`src/rtl/pla_trig_pipe_if.sv`:
```
// pla_trig_pipe_if: valid/ready bundle for the pipelined sine/cosine unit.
//  Upstream side : in_valid, in_ready, mode, x (signed Q(WI1.WF1) radians)
//  Downstream    : out_valid, out_ready, y (signed Q(WI2.WF2))
//  master modport = the block driving angles and consuming results,
//  slave modport  = the trig unit itself.
interface pla_trig_pipe_if #(
    parameter int WI1 = 4,
    parameter int WF1 = 12,
    parameter int WI2 = 2,
    parameter int WF2 = 14
);
    logic                      in_valid;
    logic                      in_ready;
    logic                      mode;
    logic signed [WI1+WF1-1:0] x;
    logic                      out_valid;
    logic                      out_ready;
    logic signed [WI2+WF2-1:0] y;

    modport master (
        output in_valid, mode, x, out_ready,
        input  in_ready, out_valid, y
    );

    modport slave (
        input  in_valid, mode, x, out_ready,
        output in_ready, out_valid, y
    );
endinterface

```
`src/rtl/pla_trig_pipe.sv`:
```
// pla_trig_pipe: 5-stage piecewise-linear sin/cos with valid/ready flow control.
//  S1 range-reduce x (+3pi/2 for sin) into [0,2pi)
//  S2 fold onto the first quarter wave of cos, split into segment index / offset
//  S3 registered coefficient read {slope a, intercept b}
//  S4 a*offset, rounded half-up to WF2 fraction bits
//  S5 b + product, quadrant sign, saturation -> y
// Ports:
//  CLK, RST_N : clock, asynchronous active-low reset
//  io         : pla_trig_pipe_if.slave (in_valid/in_ready/mode/x, out_valid/out_ready/y)
// The chord table (cos at segment ends, slope between them) is built at
// elaboration from an integer Taylor series, so no external image is needed.
module pla_trig_pipe #(
    parameter int WI1  = 4,
    parameter int WF1  = 12,
    parameter int WI2  = 2,
    parameter int WF2  = 14,
    parameter int WIDX = 6
) (
    input  logic           CLK,
    input  logic           RST_N,
    pla_trig_pipe_if.slave io
);
    localparam int XW     = WI1 + WF1;
    localparam int TW     = XW + 2;          // wrap arithmetic, never overflows
    localparam int YW     = WI2 + WF2;
    localparam int RW     = WF1 + 1;         // folded angle, 1 int + WF1 frac
    localparam int DW     = WF1 - WIDX + 1;  // offset within a segment
    localparam int PW     = YW + DW + 1;     // signed a * unsigned dr
    localparam int STAGES = 4;
    localparam int QF     = 28;              // fraction bits of the table generator

    localparam logic [63:0] PI_Q60 = 64'h3243F6A8885A308D;

    // round(k*pi/2 * 2^WF1)
    function automatic int qpi(input int k);
        logic [63:0] v;
        v = (PI_Q60 * 64'(k)) >> 1;
        v = (v + (64'd1 << (59 - WF1))) >> (60 - WF1);
        return int'(v);
    endfunction

    // cos(t), t and result in Q(QF); t <= 2 keeps every product inside 63 bits
    function automatic longint cos_q(input longint t);
        longint t2, term, sum;
        t2   = (t * t) >>> QF;
        term = 64'sd1 <<< QF;
        sum  = term;
        for (int k = 1; k <= 12; k++) begin
            term = -((term * t2) >>> QF) / longint'((2 * k - 1) * (2 * k));
            sum  = sum + term;
        end
        return sum;
    endfunction

    function automatic longint q_round(input longint v, input int sh);
        return (v + (64'sd1 <<< (sh - 1))) >>> sh;
    endfunction

    localparam logic signed [TW-1:0] C_HPI  = TW'(qpi(1));
    localparam logic signed [TW-1:0] C_PI   = TW'(qpi(2));
    localparam logic signed [TW-1:0] C_3HPI = TW'(qpi(3));
    localparam logic signed [TW-1:0] C_2PI  = TW'(qpi(4));
    localparam logic signed [PW-1:0] PHALF  = PW'(2 ** (WF1 - 1));
    localparam logic signed [YW+1:0] YMAX   = (YW+2)'(2 ** (YW - 1) - 1);
    localparam logic signed [YW+1:0] YMIN   = (YW+2)'(-(2 ** (YW - 1)));

    // Chord table: b = cos(i*h), a = (cos((i+1)h) - cos(i*h)) / h, h = 2^(1-WIDX).
    // Segment starts are exact, so angles on segment boundaries hit b directly.
    logic signed [YW-1:0] lut_a [2**WIDX];
    logic signed [YW-1:0] lut_b [2**WIDX];
    for (genvar i = 0; i < 2**WIDX; i++) begin : g_lut
        localparam longint C0 = cos_q(longint'(i) <<< (QF + 1 - WIDX));
        localparam longint C1 = cos_q(longint'(i + 1) <<< (QF + 1 - WIDX));
        localparam logic signed [YW-1:0] LB = YW'(q_round(C0, QF - WF2));
        localparam logic signed [YW-1:0] LA = YW'(q_round((C1 - C0) <<< (WIDX - 1), QF - WF2));
        assign lut_b[i] = LB;
        assign lut_a[i] = LA;
    end

    // vld_pipe[k] = stage k+1 holds a sample; vld_pipe[STAGES] is out_valid
    logic [STAGES:0]       vld_pipe;
    logic                  adv;

    logic signed [TW-1:0]  th_c, s1_th;
    logic [RW-1:0]         r_c;
    logic                  neg_c;
    logic [WIDX-1:0]       s2_idx;
    logic [DW-1:0]         s2_dr, s3_dr;
    logic                  s2_neg, s3_neg, s4_neg;
    logic signed [YW-1:0]  s3_a, s3_b, s4_b, s4_prod, y_d, y_q;
    logic signed [PW-1:0]  p_c;
    logic signed [YW+1:0]  sum_c;

    assign adv          = !vld_pipe[STAGES] | io.out_ready;
    assign io.in_ready  = adv;
    assign io.out_valid = vld_pipe[STAGES];
    assign io.y         = y_q;

    // S1: sin(x) = cos(x + 3pi/2); two 2pi corrections cover the full input range
    always_comb begin
        th_c = TW'(io.x);
        if (io.mode) th_c = th_c + C_3HPI;
        if (th_c[TW-1]) begin
            th_c = th_c + C_2PI;
            if (th_c[TW-1]) th_c = th_c + C_2PI;
        end else if (th_c >= C_2PI) begin
            th_c = th_c - C_2PI;
            if (th_c >= C_2PI) th_c = th_c - C_2PI;
        end
    end

    // S2: quarter-wave fold; boundaries fall into the upper quadrant
    always_comb begin
        r_c   = '0;
        neg_c = 1'b0;
        if (s1_th < C_HPI) begin
            r_c = RW'(s1_th);
        end else if (s1_th < C_PI) begin
            r_c   = RW'(C_PI - s1_th);
            neg_c = 1'b1;
        end else if (s1_th < C_3HPI) begin
            r_c   = RW'(s1_th - C_PI);
            neg_c = 1'b1;
        end else begin
            r_c = RW'(C_2PI - s1_th);
        end
    end

    // S4: slope times offset; offset carries WF1 fraction bits
    assign p_c = PW'(s3_a) * PW'($signed({1'b0, s3_dr}));

    // S5: intercept + product, quadrant sign, clamp
    always_comb begin
        sum_c = (YW+2)'(s4_b) + (YW+2)'(s4_prod);
        if (s4_neg) sum_c = -sum_c;
        if (sum_c > YMAX)      y_d = YW'(YMAX);
        else if (sum_c < YMIN) y_d = YW'(YMIN);
        else                   y_d = YW'(sum_c);
    end

    // Data registers load only when their incoming slot is valid, so a held
    // or empty slot never disturbs downstream values.
    always_ff @(posedge CLK or negedge RST_N) begin
        if (!RST_N) begin
            vld_pipe <= '0;
            s1_th    <= '0;
            s2_idx   <= '0;
            s2_dr    <= '0;
            s2_neg   <= 1'b0;
            s3_a     <= '0;
            s3_b     <= '0;
            s3_dr    <= '0;
            s3_neg   <= 1'b0;
            s4_b     <= '0;
            s4_prod  <= '0;
            s4_neg   <= 1'b0;
            y_q      <= '0;
        end else if (adv) begin
            vld_pipe <= {vld_pipe[STAGES-1:0], io.in_valid};
            if (io.in_valid) s1_th <= th_c;
            if (vld_pipe[0]) begin
                s2_idx <= r_c[WF1 -: WIDX];
                s2_dr  <= r_c[DW-1:0];
                s2_neg <= neg_c;
            end
            if (vld_pipe[1]) begin
                s3_a   <= lut_a[s2_idx];
                s3_b   <= lut_b[s2_idx];
                s3_dr  <= s2_dr;
                s3_neg <= s2_neg;
            end
            if (vld_pipe[2]) begin
                s4_b    <= s3_b;
                s4_prod <= YW'((p_c + PHALF) >>> WF1);
                s4_neg  <= s3_neg;
            end
            if (vld_pipe[3]) y_q <= y_d;
        end
    end
endmodule

```
`src/flat_wrapper.sv`:
```
// flat-port wrapper written by rule: the top's interface ports become plain ports
module pla_trig_pipe_flat 
#(
    parameter int WI1  = 4,
    parameter int WF1  = 12,
    parameter int WI2  = 2,
    parameter int WF2  = 14,
    parameter int WIDX = 6
)
  (CLK, RST_N, io_in_valid, io_mode, io_x, io_out_ready, io_in_ready, io_out_valid, io_y);
  pla_trig_pipe_if #(.WI1(WI1), .WF1(WF1), .WI2(WI2), .WF2(WF2)) io_i ();
  input  logic CLK;
  input  logic RST_N;
  input wire logic [$bits(io_i.in_valid)-1:0] io_in_valid;
  input wire logic [$bits(io_i.mode)-1:0] io_mode;
  input wire logic [$bits(io_i.x)-1:0] io_x;
  input wire logic [$bits(io_i.out_ready)-1:0] io_out_ready;
  output wire logic [$bits(io_i.in_ready)-1:0] io_in_ready;
  output wire logic [$bits(io_i.out_valid)-1:0] io_out_valid;
  output wire logic [$bits(io_i.y)-1:0] io_y;
  assign io_i.in_valid = io_in_valid;
  assign io_i.mode = io_mode;
  assign io_i.x = io_x;
  assign io_i.out_ready = io_out_ready;
  assign io_in_ready = io_i.in_ready;
  assign io_out_valid = io_i.out_valid;
  assign io_y = io_i.y;
  pla_trig_pipe #(.WI1(WI1), .WF1(WF1), .WI2(WI2), .WF2(WF2), .WIDX(WIDX)) u_core (.CLK(CLK), .RST_N(RST_N), .io(io_i));
endmodule
```
`config.mk`:
```
export PLATFORM = sky130hd
export DESIGN_NAME = pla_trig_pipe_flat
export DESIGN_NICKNAME = d
export VERILOG_FILES = /design/src/rtl/pla_trig_pipe_if.sv /design/src/rtl/pla_trig_pipe.sv /design/src/flat_wrapper.sv
export SDC_FILE = /design/constraint.sdc
export NUM_CORES = 1
export LEC_CHECK = 0
export BUFFER_PORTS_ARGS = -buffer_cell sky130_fd_sc_hd__buf_2
export CAP_MARGIN = 20
export CORE_AREA = 2 2 174 176
export CTS_BUF_LIST = sky130_fd_sc_hd__clkbuf_4 sky130_fd_sc_hd__clkbuf_8
export DETAILED_ROUTE_END_ITERATION = 6
export DIE_AREA = 0 0 176 178
export PLACE_DENSITY = 0.66
export SKIP_CTS_REPAIR_TIMING = 1
export SYNTH_ARGS = -nofsm -noshare
export SYNTH_HDL_FRONTEND = slang
export SYNTH_SLANG_ARGS = --single-unit
```
`constraint.sdc`:
```
create_clock -name CLK -period 5.28 [get_ports CLK]
set_input_delay 0.792 -clock CLK [delete_from_list [all_inputs] [get_ports CLK]]
set_output_delay 0.792 -clock CLK [all_outputs]
set_load 0.05 [all_outputs]
```
==> results.json <==
{
  "grt_start_max_net_pins": 59,
  "fin_worst_skew_ps": 24.7,
  "synthMuxAreaShare_pct": 2.31,
  "die_h_um": 178,
  "tightest_slew_ps": 1050,
  "grt_pass1_wl_mm": 62.8,
  "grt.total_usage_pct": 24.6,
  "grt-ovfl-total": 0,
  "root_buffer": "clkbuf_8",
  "cp_common_cell": "fa_1",
  "io_pins": 39,
  "multi_input_area_um2": 10500,
  "seq_area_um2": 3030,
  "outcome": "finished clean",
  "clk_latency_ps": 440,
  "synth_top_family_by_area": "compound AO/OA/AOI/OAI gates",
  "hold_viol": 0,
  "hp-class": "in -> async",
  "ys_ff_latch": 121,
  "die_width_um": 176,
  "crit_chain": "buf_4 > and2_1 > fa_1 > fa_1 > inv_1 > fa_1 > inv_1 > fa_1 > ha_1 > nor4_1 > o21ai_0 > a31o_2 > a211oi_2 > o21ai_1 > nand3_1 > nand3_1 > a31oi_2 > xnor2_1 > o21ai_0",
  "cts_tree": "yes",
  "synth_edf_count": 0,
  "synthAdderAreaFrac_pct": 19.9,
  "cpMaxStageDelayCell": "fa_1",
  "avgSynthCellArea_um2": 7.96,
  "end_kind": "flip-flop",
  "clockBufferDepth": 2,
  "initialDrtViolationCount": 1013,
  "async_flop_share_pct": 100,
  "drc": 0,
  "cts_made_buffers": 17,
  "synth_nets": 2039,
  "cp_max_fo": 9,
  "grt_pass1_vias": 12400,
  "max-cap-violations": 0,
  "start_kind": "flip-flop",
  "synth_xor_area_share_pct": 5.19,
  "final_common_cell": "nand2_1",
  "ys.warnings.count": 0,
  "fin_crit_ps": 5050,
  "layout.nets": 2014,
  "synth_cell_types": 102,
  "syn_area_um2": 14600,
  "fmax_mhz": 198,
  "coreArea_um2": 29400,
  "crit_arrival_ps": 5380,
  "antenna_found_initial": 0,
  "num_vias": 13000,
  "synth_compound_area_share_pct": 23.1,
  "diodes": 0,
  "synth_cells": 1835,
  "cts_num_sinks": 121,
  "hpwlAfterDp_mm": 29.0,
  "rows": 63,
  "final_cell_mix": "248 x nand2_1, 157 x inv_1, 131 x o21ai_0",
  "critical_path_class": "reg -> reg",
  "synth.yosys.seq_area_share_pct": 20.7,
  "drtPass1Iterations": 6,
  "antenna_left": 0,
  "crit_buf_inv": 3,
  "htreeDepth": 4,
  "die-area_um2": 31300,
  "placedCellCount": 2181,
  "final_layout_size_suffix_gt1_share_pct": 10.2,
  "yosys.area_share.simple_pct": 21.4,
  "crit_path_max_incr_delay_ps": 520,
  "ys.flop_type": "dfrtp_1",
  "slew_viol_final": 0,
  "setup_viol": 0,
  "final_design_area_no_fill_um2": 15600,
  "critical_path_required_ps": 5610,
  "finalCritPeriodShare_pct": 95.6,
  "cpLargestDelayFamily": "adder cells",
  "vias_per_cell": 5.88,
  "gp_congestion": 0.953,
  "wirelength_mm": 37.8,
  "clk_pin_slew_ps": 90,
  "port_buffers": 38,
  "layout.cells.non_filler": 2213,
  "area_growth_pct": 6.41,
  "fillers": 2844,
  "maxSlewHeadroom_pct": 29.7,
  "initial_core_util_pct": 49.7,
  "wl_per_cell_um": 17.1,
  "post_dp_cell_area_um2": 15100
}
cell usage after synthesis (all sizes together) (32+ instances only):
cell type | number | area share (%)
nand2 | 249 | 6.4
inv | 158 | 4.1
o21ai | 144 | 5.0
dfrtp | 121 | 21
a21oi | 117 | 4.0
nor2 | 106 | 2.8
ha | 100 | 8.6
and2 | 99 | 4.2
clkbuf | 84 | 2.2
fa | 83 | 11
xnor2 | 49 | 3.2
nand3 | 43 | 1.5
nor3 | 36 | 1.3
a31oi | 33 | 1.6
buf | 32 | 1.1
xor2 | 32 | 2.0
metal layers:
| layer | up-vias | global-route usage (%) | share of wire, % |
|---|---|---|---|
| met5 | - | 0 | 0 |
| met4 | 0 | 6.10 | 1.7 |
| met3 | 49 | 2.60 | 4.7 |
| li1 | 6296 | - | - |
| met1 | 6282 | 33.8 | 45 |
| met2 | 380 | 41.6 | 48 |
flip-flops by register name, summed over array words and instances, names as in the netlist, 6 cells and up:
signal          count
u_core.s1_th       18
u_core.io.y        16
u_core.s3_b        16
u_core.s4_b        16
u_core.s3_a        15
u_core.s4_prod     12
u_core.s2_dr        7
u_core.s3_dr        7
u_core.s2_idx       6
cell families (layout without fill, tap and decap cells):
group,count (synthesis),in the layout
simple gates,641,641
compound gates,504,504
buf+inv,275,263
fa+ha+maj,183,183
flops,121,121
xor+xnor,81,81
mux,30,30
path summary, 6_finish.rpt:
check / endpoint / slack (ps) / start / depth (start not counted)
setup reg to reg: u_core.s4_prod[11] / 230 / u_core.s3_dr[3] / 19
setup / recovery: u_core.s4_prod[11] / 230 / u_core.s3_dr[3] / 19
max in group asynchronous: u_core.s3_a[12] / 4000 / RST_N / 2
min in group CLK: u_core.vld_pipe[2] / 480 / u_core.vld_pipe[2] / 2
hold reg to reg: u_core.vld_pipe[2] / 480 / u_core.vld_pipe[2] / 2
hold / removal: u_core.s2_idx[1] / 250 / RST_N / 1
cell type report:
type                            instances  area share [%]
Inverter                              159            3.84
Sequential cell                       121            19.5
Multi-Input combinational cell       1439            67.7
Timing Repair Buffer                   72            2.88
Clock inverter                         12            1.19
Tap cell                              390            3.14
Clock buffer                           20            1.77
metrics by stage:
step,TNS (ps),setup WS [ps],utilization [%],hold WS [ps]
finish,0,234,52.9,245
global route,-25.1,-25.1,52.9,244
CTS,0,161,52.9,241
detailed placement,0,140,51.3,464
global placement,0,279,51.3,458
floorplan,0,406,-,439
Power is left out: the tool's default activity adds up to more than one toggle a clock period on the data nets, which glitch-free logic cannot reach.
